**src/rtl/fetch_sequencer.sv**
```systemverilog
// fetch_sequencer: program counter and fetch control in front of the
// instruction ROM. Issues addresses, presents returned opcodes to the decoder
// over valid/ready, and executes CALL, RET and HALT locally using a small
// return-address stack.
module fetch_sequencer #(
  parameter int ADDR_W      = 8,
  parameter int INSTR_BYTES = 4,
  parameter int STACK_DEPTH = 8
) (
  input  logic              clk,
  input  logic              rst,
  output logic [ADDR_W-1:0] address,
  input  logic [31:0]       opcode,
  output logic [31:0]       instr,
  output logic              instr_valid,
  input  logic              instr_ready,
  input  logic              redirect_valid,
  input  logic [ADDR_W-1:0] redirect_target,
  output logic              halted,
  output logic              stack_err
);

  localparam int SP_W  = $clog2(STACK_DEPTH + 1);
  localparam int IDX_W = (STACK_DEPTH > 1) ? $clog2(STACK_DEPTH) : 1;

  localparam logic [7:0] OP_CALL = 8'h30;
  localparam logic [7:0] OP_RET  = 8'h31;
  localparam logic [7:0] OP_HALT = 8'h32;

  typedef enum logic [1:0] {
    S_ISSUE   = 2'd0,
    S_PRESENT = 2'd1,
    S_HALT    = 2'd2
  } state_t;

  state_t            state_q, state_d;
  logic [ADDR_W-1:0] pc_q, pc_d;
  logic [ADDR_W-1:0] address_q, address_d;
  logic [SP_W-1:0]   sp_q, sp_d;
  logic              stack_err_q, stack_err_d;

  logic [ADDR_W-1:0] stack_q [STACK_DEPTH];

  logic              push_en;
  logic [IDX_W-1:0]  push_idx;
  logic [IDX_W-1:0]  top_idx;
  logic [ADDR_W-1:0] pc_inc;
  logic              is_call;
  logic              is_ret;
  logic              is_halt;
  logic              is_internal;

  // Opcode classification uses the whole low byte so flagged variants fall through to the decoder
  always_comb begin
    is_call     = (opcode[7:0] == OP_CALL);
    is_ret      = (opcode[7:0] == OP_RET);
    is_halt     = (opcode[7:0] == OP_HALT);
    is_internal = is_call | is_ret | is_halt;
    pc_inc      = pc_q + ADDR_W'(INSTR_BYTES);
    push_idx    = IDX_W'(sp_q);
    top_idx     = IDX_W'(sp_q - SP_W'(1));
  end

  // Next-state logic: sequencing, stack push/pop and PC update on leaving PRESENT
  always_comb begin
    state_d     = state_q;
    pc_d        = pc_q;
    address_d   = address_q;
    sp_d        = sp_q;
    stack_err_d = stack_err_q;
    push_en     = 1'b0;
    unique case (state_q)
      S_ISSUE: begin
        state_d = S_PRESENT;
      end
      S_PRESENT: begin
        if (is_call) begin
          if (sp_q < SP_W'(STACK_DEPTH)) begin
            push_en   = 1'b1;
            sp_d      = sp_q + SP_W'(1);
            pc_d      = ADDR_W'(opcode[23:16]);
            address_d = ADDR_W'(opcode[23:16]);
            state_d   = S_ISSUE;
          end else begin
            stack_err_d = 1'b1;
            state_d     = S_HALT;
          end
        end else if (is_ret) begin
          if (sp_q != '0) begin
            sp_d      = sp_q - SP_W'(1);
            pc_d      = stack_q[top_idx];
            address_d = stack_q[top_idx];
            state_d   = S_ISSUE;
          end else begin
            stack_err_d = 1'b1;
            state_d     = S_HALT;
          end
        end else if (is_halt) begin
          state_d = S_HALT;
        end else if (instr_ready) begin
          pc_d      = redirect_valid ? redirect_target : pc_inc;
          address_d = redirect_valid ? redirect_target : pc_inc;
          state_d   = S_ISSUE;
        end
      end
      S_HALT: begin
        state_d = S_HALT;
      end
      default: begin
        state_d = S_HALT;
      end
    endcase
  end

  // Control registers with synchronous reset
  always_ff @(posedge clk) begin
    if (rst) begin
      state_q     <= S_ISSUE;
      pc_q        <= '0;
      address_q   <= '0;
      sp_q        <= '0;
      stack_err_q <= 1'b0;
    end else begin
      state_q     <= state_d;
      pc_q        <= pc_d;
      address_q   <= address_d;
      sp_q        <= sp_d;
      stack_err_q <= stack_err_d;
    end
  end

  // Return-address storage; contents are meaningless until pushed, so no reset
  always_ff @(posedge clk) begin
    if (!rst && push_en) begin
      stack_q[push_idx] <= pc_inc;
    end
  end

  // Decoder-facing outputs: only non-internal opcodes in PRESENT are shown
  always_comb begin
    instr_valid = (state_q == S_PRESENT) && !is_internal;
    instr       = instr_valid ? opcode : 32'h0;
    halted      = (state_q == S_HALT);
    address     = address_q;
    stack_err   = stack_err_q;
  end

endmodule

```
**config.mk**
```make
export PLATFORM = sky130hd
export DESIGN_NAME = fetch_sequencer
export DESIGN_NICKNAME = d
export VERILOG_FILES = /design/src/rtl/fetch_sequencer.sv
export SDC_FILE = /design/constraint.sdc
export NUM_CORES = 1
export LEC_CHECK = 0
export ABC_AREA = 1
export BUFFER_PORTS_ARGS = -buffer_cell sky130_fd_sc_hd__buf_2
export CAP_MARGIN = 10
export CORE_MARGIN = 2
export CORE_UTILIZATION = 42
export DETAILED_ROUTE_END_ITERATION = 16
export MAX_ROUTING_LAYER = met4
export PLACE_DENSITY = 0.72
export SYNTH_ARGS = -nofsm -noshare
export SYNTH_HDL_FRONTEND = slang
export SYNTH_SLANG_ARGS = --single-unit
```
**constraint.sdc**
```tcl
create_clock -name clk -period 2.15 [get_ports clk]
set_clock_uncertainty 0.2 [all_clocks]
set_input_delay 0.215 -clock clk [delete_from_list [all_inputs] [get_ports clk]]
set_output_delay 0.215 -clock clk [all_outputs]
set_load 0.05 [all_outputs]
```
Word level (Yosys, flattened, before mapping)
Memory sizes are Yosys's and may differ from the RTL's.
Cells that the tools add are included.
{ "word_totals": {"regBits": 15, "out_inout_bits": 43, "ram_bits": 64, "memories": 1, "elab_cells": 62, "inputBits": 44} }
{ "memory_table": {"columns": ["name", "words", "width", "read_ports", "rd_clocked_by_memory_dff", "write_ports", "line_no", "text"], "rows": [
  ["stack_q", 8, 8, 1, 0, 1, "42", "logic [ADDR_W-1:0] stack_q [STACK_DEPTH];"]
]} }
{ "classes": {"n_eq_ne": 11, "bitwise": 2, "order_cmp": 1, "n_mux": 28, "n_addsub": 3, "n_reduce_logical": 12} }
{ "op_table": {"columns": ["cell", "count"], "rows": [
  ["2-to-1 mux 8 bit", 7],
  ["2-to-1 mux 32 bit", 1],
  ["equality test 8 x 6 -> 1 bit (second input constant)", 3],
  ["2-to-1 mux 4 bit", 4],
  ["2-to-1 mux 2 bit", 6],
  ["2-to-1 mux 1 bit", 9],
  ["adder 8 x 3 -> 8 bit (second input constant)", 1],
  ["AND reduction 4 bit", 2],
  ["!= test 5 bit (second input constant)", 1],
  ["AND reduction 5 bit", 1],
  ["adder 4 x 1 -> 4 bit (second input constant)", 1],
  ["less-than comparator 4 bit (second input constant)", 1],
  ["!= test 2 bit (second input constant)", 2],
  ["one-hot mux 2 bit (2 select lines)", 1],
  ["nonzero test 2 bit", 2],
  ["nonzero test 4 bit", 1],
  ["subtractor 4 x 1 -> 4 bit (second input constant)", 1],
  ["!= test 3 x 2 -> 1 bit (second input constant)", 1],
  ["!= test 3 bit (second input constant)", 1],
  ["nonzero test 3 bit", 1],
  ["equality test 2 x 1 -> 1 bit (second input constant)", 1],
  ["equality test 2 bit (second input constant)", 1],
  ["logical AND 1 bit", 2],
  ["logical NOT 1 bit", 2],
  ["other kinds (3)", 4]
]} }

Depth between registers and ports, before layout
{ "depth": {"word_depth": 7, "ltp_mapped": 13, "mapped_depth_nobuf": 11} }

Worst setup path after synthesis
OpenSTA, ideal clock, no wires.
{ "synth_timing": {"kind": "reg2out", "startpoint": "register state_q[1]", "endpoint": "output instr[0]", "n_path_buf": 1, "path_stages_with_launch": 9, "arrival_time_ps": 2393, "slack_ps": -658, "cell_sequence": "dfxtp_1 inv_1 nand2_1 inv_1 nand2_1 nor2_1 inv_2 buf_6 nor2_1"} }
{ "synth_via": {"elab_chain_cells": 3} }
{ "synth_lines": {"columns": ["element", "line_no", "text"], "rows": [
  ["from (decl)", "36", "state_t state_q, state_d;"],
  ["from (signal assigned)", "124", "state_q <= state_d;"],
  ["equality test 2 x 1 -> 1 bit", "141", "instr_valid = (state_q == S_PRESENT) && !is_internal;"],
  ["logical AND 1 bit", "141", null],
  ["named net instr_valid", "15", "output logic instr_valid,"],
  ["2-to-1 mux 32 bit", "142", "instr = instr_valid ? opcode : 32'h0;"],
  ["to (decl)", "14", "output logic [31:0] instr,"]
]} }
The timed path passes the listed nets, and every way through them passes these cells.

Worst setup path after layout
{ "layout_timing": {"startpoint": "register state_q[1]", "endpoint": "output instr[13]"} }
{ "layout_via": {"elab_chain_cells": 3} }
{ "layout_lines": {"columns": ["element", "line_no"], "rows": [
  ["equality test 2 x 1 -> 1 bit", "141"],
  ["logical AND 1 bit", "141"],
  ["2-to-1 mux 32 bit", "142"]
]} }
No other way between the ends.

==> metrics.yaml <==
critPathLaunchType: "register"
required_ps: 1740
coreArea_um2: 9684
synth.avg_cell_area_um2: 8.626
port_buffers: 86
totalPowerFinal_mw: 3.226
gp_congestion: 0.8968
final_common_cell: "nand2_1"
utilization_pct: 53.72
async_flop_share_pct: 0
p_sw_uw: 968.0
die_h_um: 103.6
grt_pass1_vias: 3572
io_pins: 87
routed-via-count: 3599
postSynth.topFlopCell: "edfxtp_1"
rows: 36
final.setup.worst_slack_ps: 81.80
insertion_delay_ps: 360
routed_via_density: 5.027
start_util_pct: 43.02
powerDensity_nw_per_um2: 620.1
nets: 625
dieWidth_um: 103.6
seqPwrFrac_pct: 52.1
fin_crit_ps: 2068
yosysWarnings: 0
outcome: "complete, no violations"
grt_remaining_overflow: 0
grt_pass1_wl_um: 17320
synth_edf_count: 64
ys_ff_latch: 79
cts-root-buf: "clkbuf_8"
clkSlewWorstSetupHoldPaths_ps: 90
grt_max_degree: 37
ant_nets: 0
diodes: 0
crit_arrival_ps: 1650
drt-total-wl_um: 10790
fmax_mhz: 483.5
ctsLongestPathBuffers: 2
place_inst: 699
worstPathMaxFanout: 32
cts_tree: "built"
layout_common_cells: "nand2_1, nor2_1, edfxtp_1"
synth_seq_area_share_pct: 53.33
hold_violations: 0
critPathKind: "reg2out"
syn_to_final_growth_pct: 24.86
netSwitchingFraction_pct: 30.01
maxCapViolCount: 0
leakage_nw: 2.323
synth_cell_types: 34
finalSetupViolCount: 0
cts_buffers: 9
cts_setup_buffers: 0
synth_area_um2: 4166
instances_no_fill: 716
htree_levels: 3
die-area_um2: 10730
cts.sinks: 79
drt_iter0_drc: 179
comb_power_share_pct: 15.5
ir_drop_v: 0.0004887
drive_gt1_share_pct: 31.39
synth_nets: 530
antenna_found_initial: 0
synth_top_area_share_pct: 46.13
netlist_instances: 483
drc: 0
slew_headroom_pct: 65.02
grt.total_usage_pct: 20.86
worst_setup_path_end_kind: "output port"
drv_slew: 0
hold_path_class: "in2reg"
clkPwrFrac_pct: 32.4
wl_per_cell_um: 15.07
worstMarginPinSlew_ps: 523.9
ys_top_cells_by_area: "edfxtp_1, nor2_1, nand2_1"
post-place-ws_ps: 145.7
synth_top_cell_by_area: "edfxtp_1"
dp_hpwl_um: 7759
p_int_mw: 2.258
tns_ps: 0
fin_crit_sh_pct: 96.20
drt_pass1_iterations: 5
## cells by family (layout without fill, tap and decap cells)
group	after synthesis	count (layout)	share of synthesized area [%]
compound gates	57	57	7.478
xor+xnor	6	6	1.622
fa+ha+maj	3	3	0.9010
buf+inv	90	190	9.700
flops	79	79	53.33
mux	1	1	0.2402
simple gates	247	247	26.73
## per-stage QoR
step	hold slack (ps)	area, um^2
global placement	262.3	4867
CTS	48.43	5151
global route	60.51	5202
detailed placement	265.1	4867
finish	50.55	5202
floorplan	271.0	4254
## path summary, 6_finish.rpt
kind | cells past startpoint | from | to | slack, ps
setup / recovery | 9 | state_q[1]$_SDFFE_PP0P_ | instr[13] | 80
hold / removal | 5 | instr_ready | state_q[0]$_SDFFE_PP0P_ | 50
setup reg to reg | 10 | sp_q[1]$_SDFFE_PP0P_ | address[1]$_SDFFE_PP0P_ | 150
hold reg to reg | 2 | stack_err$_SDFFE_PP0P_ | stack_err$_SDFFE_PP0P_ | 280
## state kept, by name, indices dropped and copies added, names as in the netlist
| register | cells |
|---|---|
| sp_q | 4 |
| address | 8 |
| stack_err | 1 |
| stack_q | 64 |
| state_q | 2 |
## power by group through the flow
stage | Clock [mW] | Sequential (mW) | Combinational, mW
floorplan | 0 | 1.73 | 0.318
detailed placement | 0 | 1.71 | 0.459
global route | 1.12 | 1.68 | 0.534
global placement | 0 | 1.71 | 0.452
CTS | 1.07 | 1.68 | 0.488
finish | 1.05 | 1.68 | 0.501
## timing repair
item,CTS,global route
hold buffers,1,0
cloned,0,0
resized for setup,36,15
endpoints found under the hold margin,6,0
setup endpoints to repair,32,32
## worst max-delay path, stage by stage (launching register included)
cell,delay [ps]
dfxtp_1,330
inv_2,80
nand2_4,80
inv_4,80
nand2_2,80
nor2_4,100
inv_2,50
buf_12,170
nor2_2,110
buf_4,200
## metal layers
layer / track usage, % / vias up / part of all wire [%]
met5: - / - / 0
met4: 7.143 / 0 / 2.2
met3: 4.279 / 22 / 4.1
met2: 35.90 / 95 / 53
met1: 24.42 / 1730 / 41
li1: - / 1752 / -
## final cells by class
type / count / area [um^2]
Tap cell: 133 / 166.4
Sequential cell: 79 / 2223
Clock buffer: 9 / 123.9
Timing Repair Buffer: 104 / 714.4
Multi-Input combinational cell: 314 / 1643
Inverter: 70 / 270.3
Clock inverter: 7 / 61.31
Fill cell: 858 / 4482
## cell usage after synthesis (2+ instances only)
cell / instances
ha_1: 3
buf_6: 5
o211ai_1: 8
nand2_2: 4
inv_1: 65
inv_2: 3
nand3_1: 34
buf_4: 3
clkbuf_1: 2
xor2_1: 3
a21oi_1: 14
nand3_2: 3
o21ai_0: 32
o22ai_1: 2
nor2_8: 2
nor2_1: 101
nor2_2: 3
nand2_1: 84
inv_4: 2
dfxtp_1: 15
buf_2: 10
nor3_1: 8
nand2_4: 3
edfxtp_1: 64
Power figures use the tool's default switching activity.
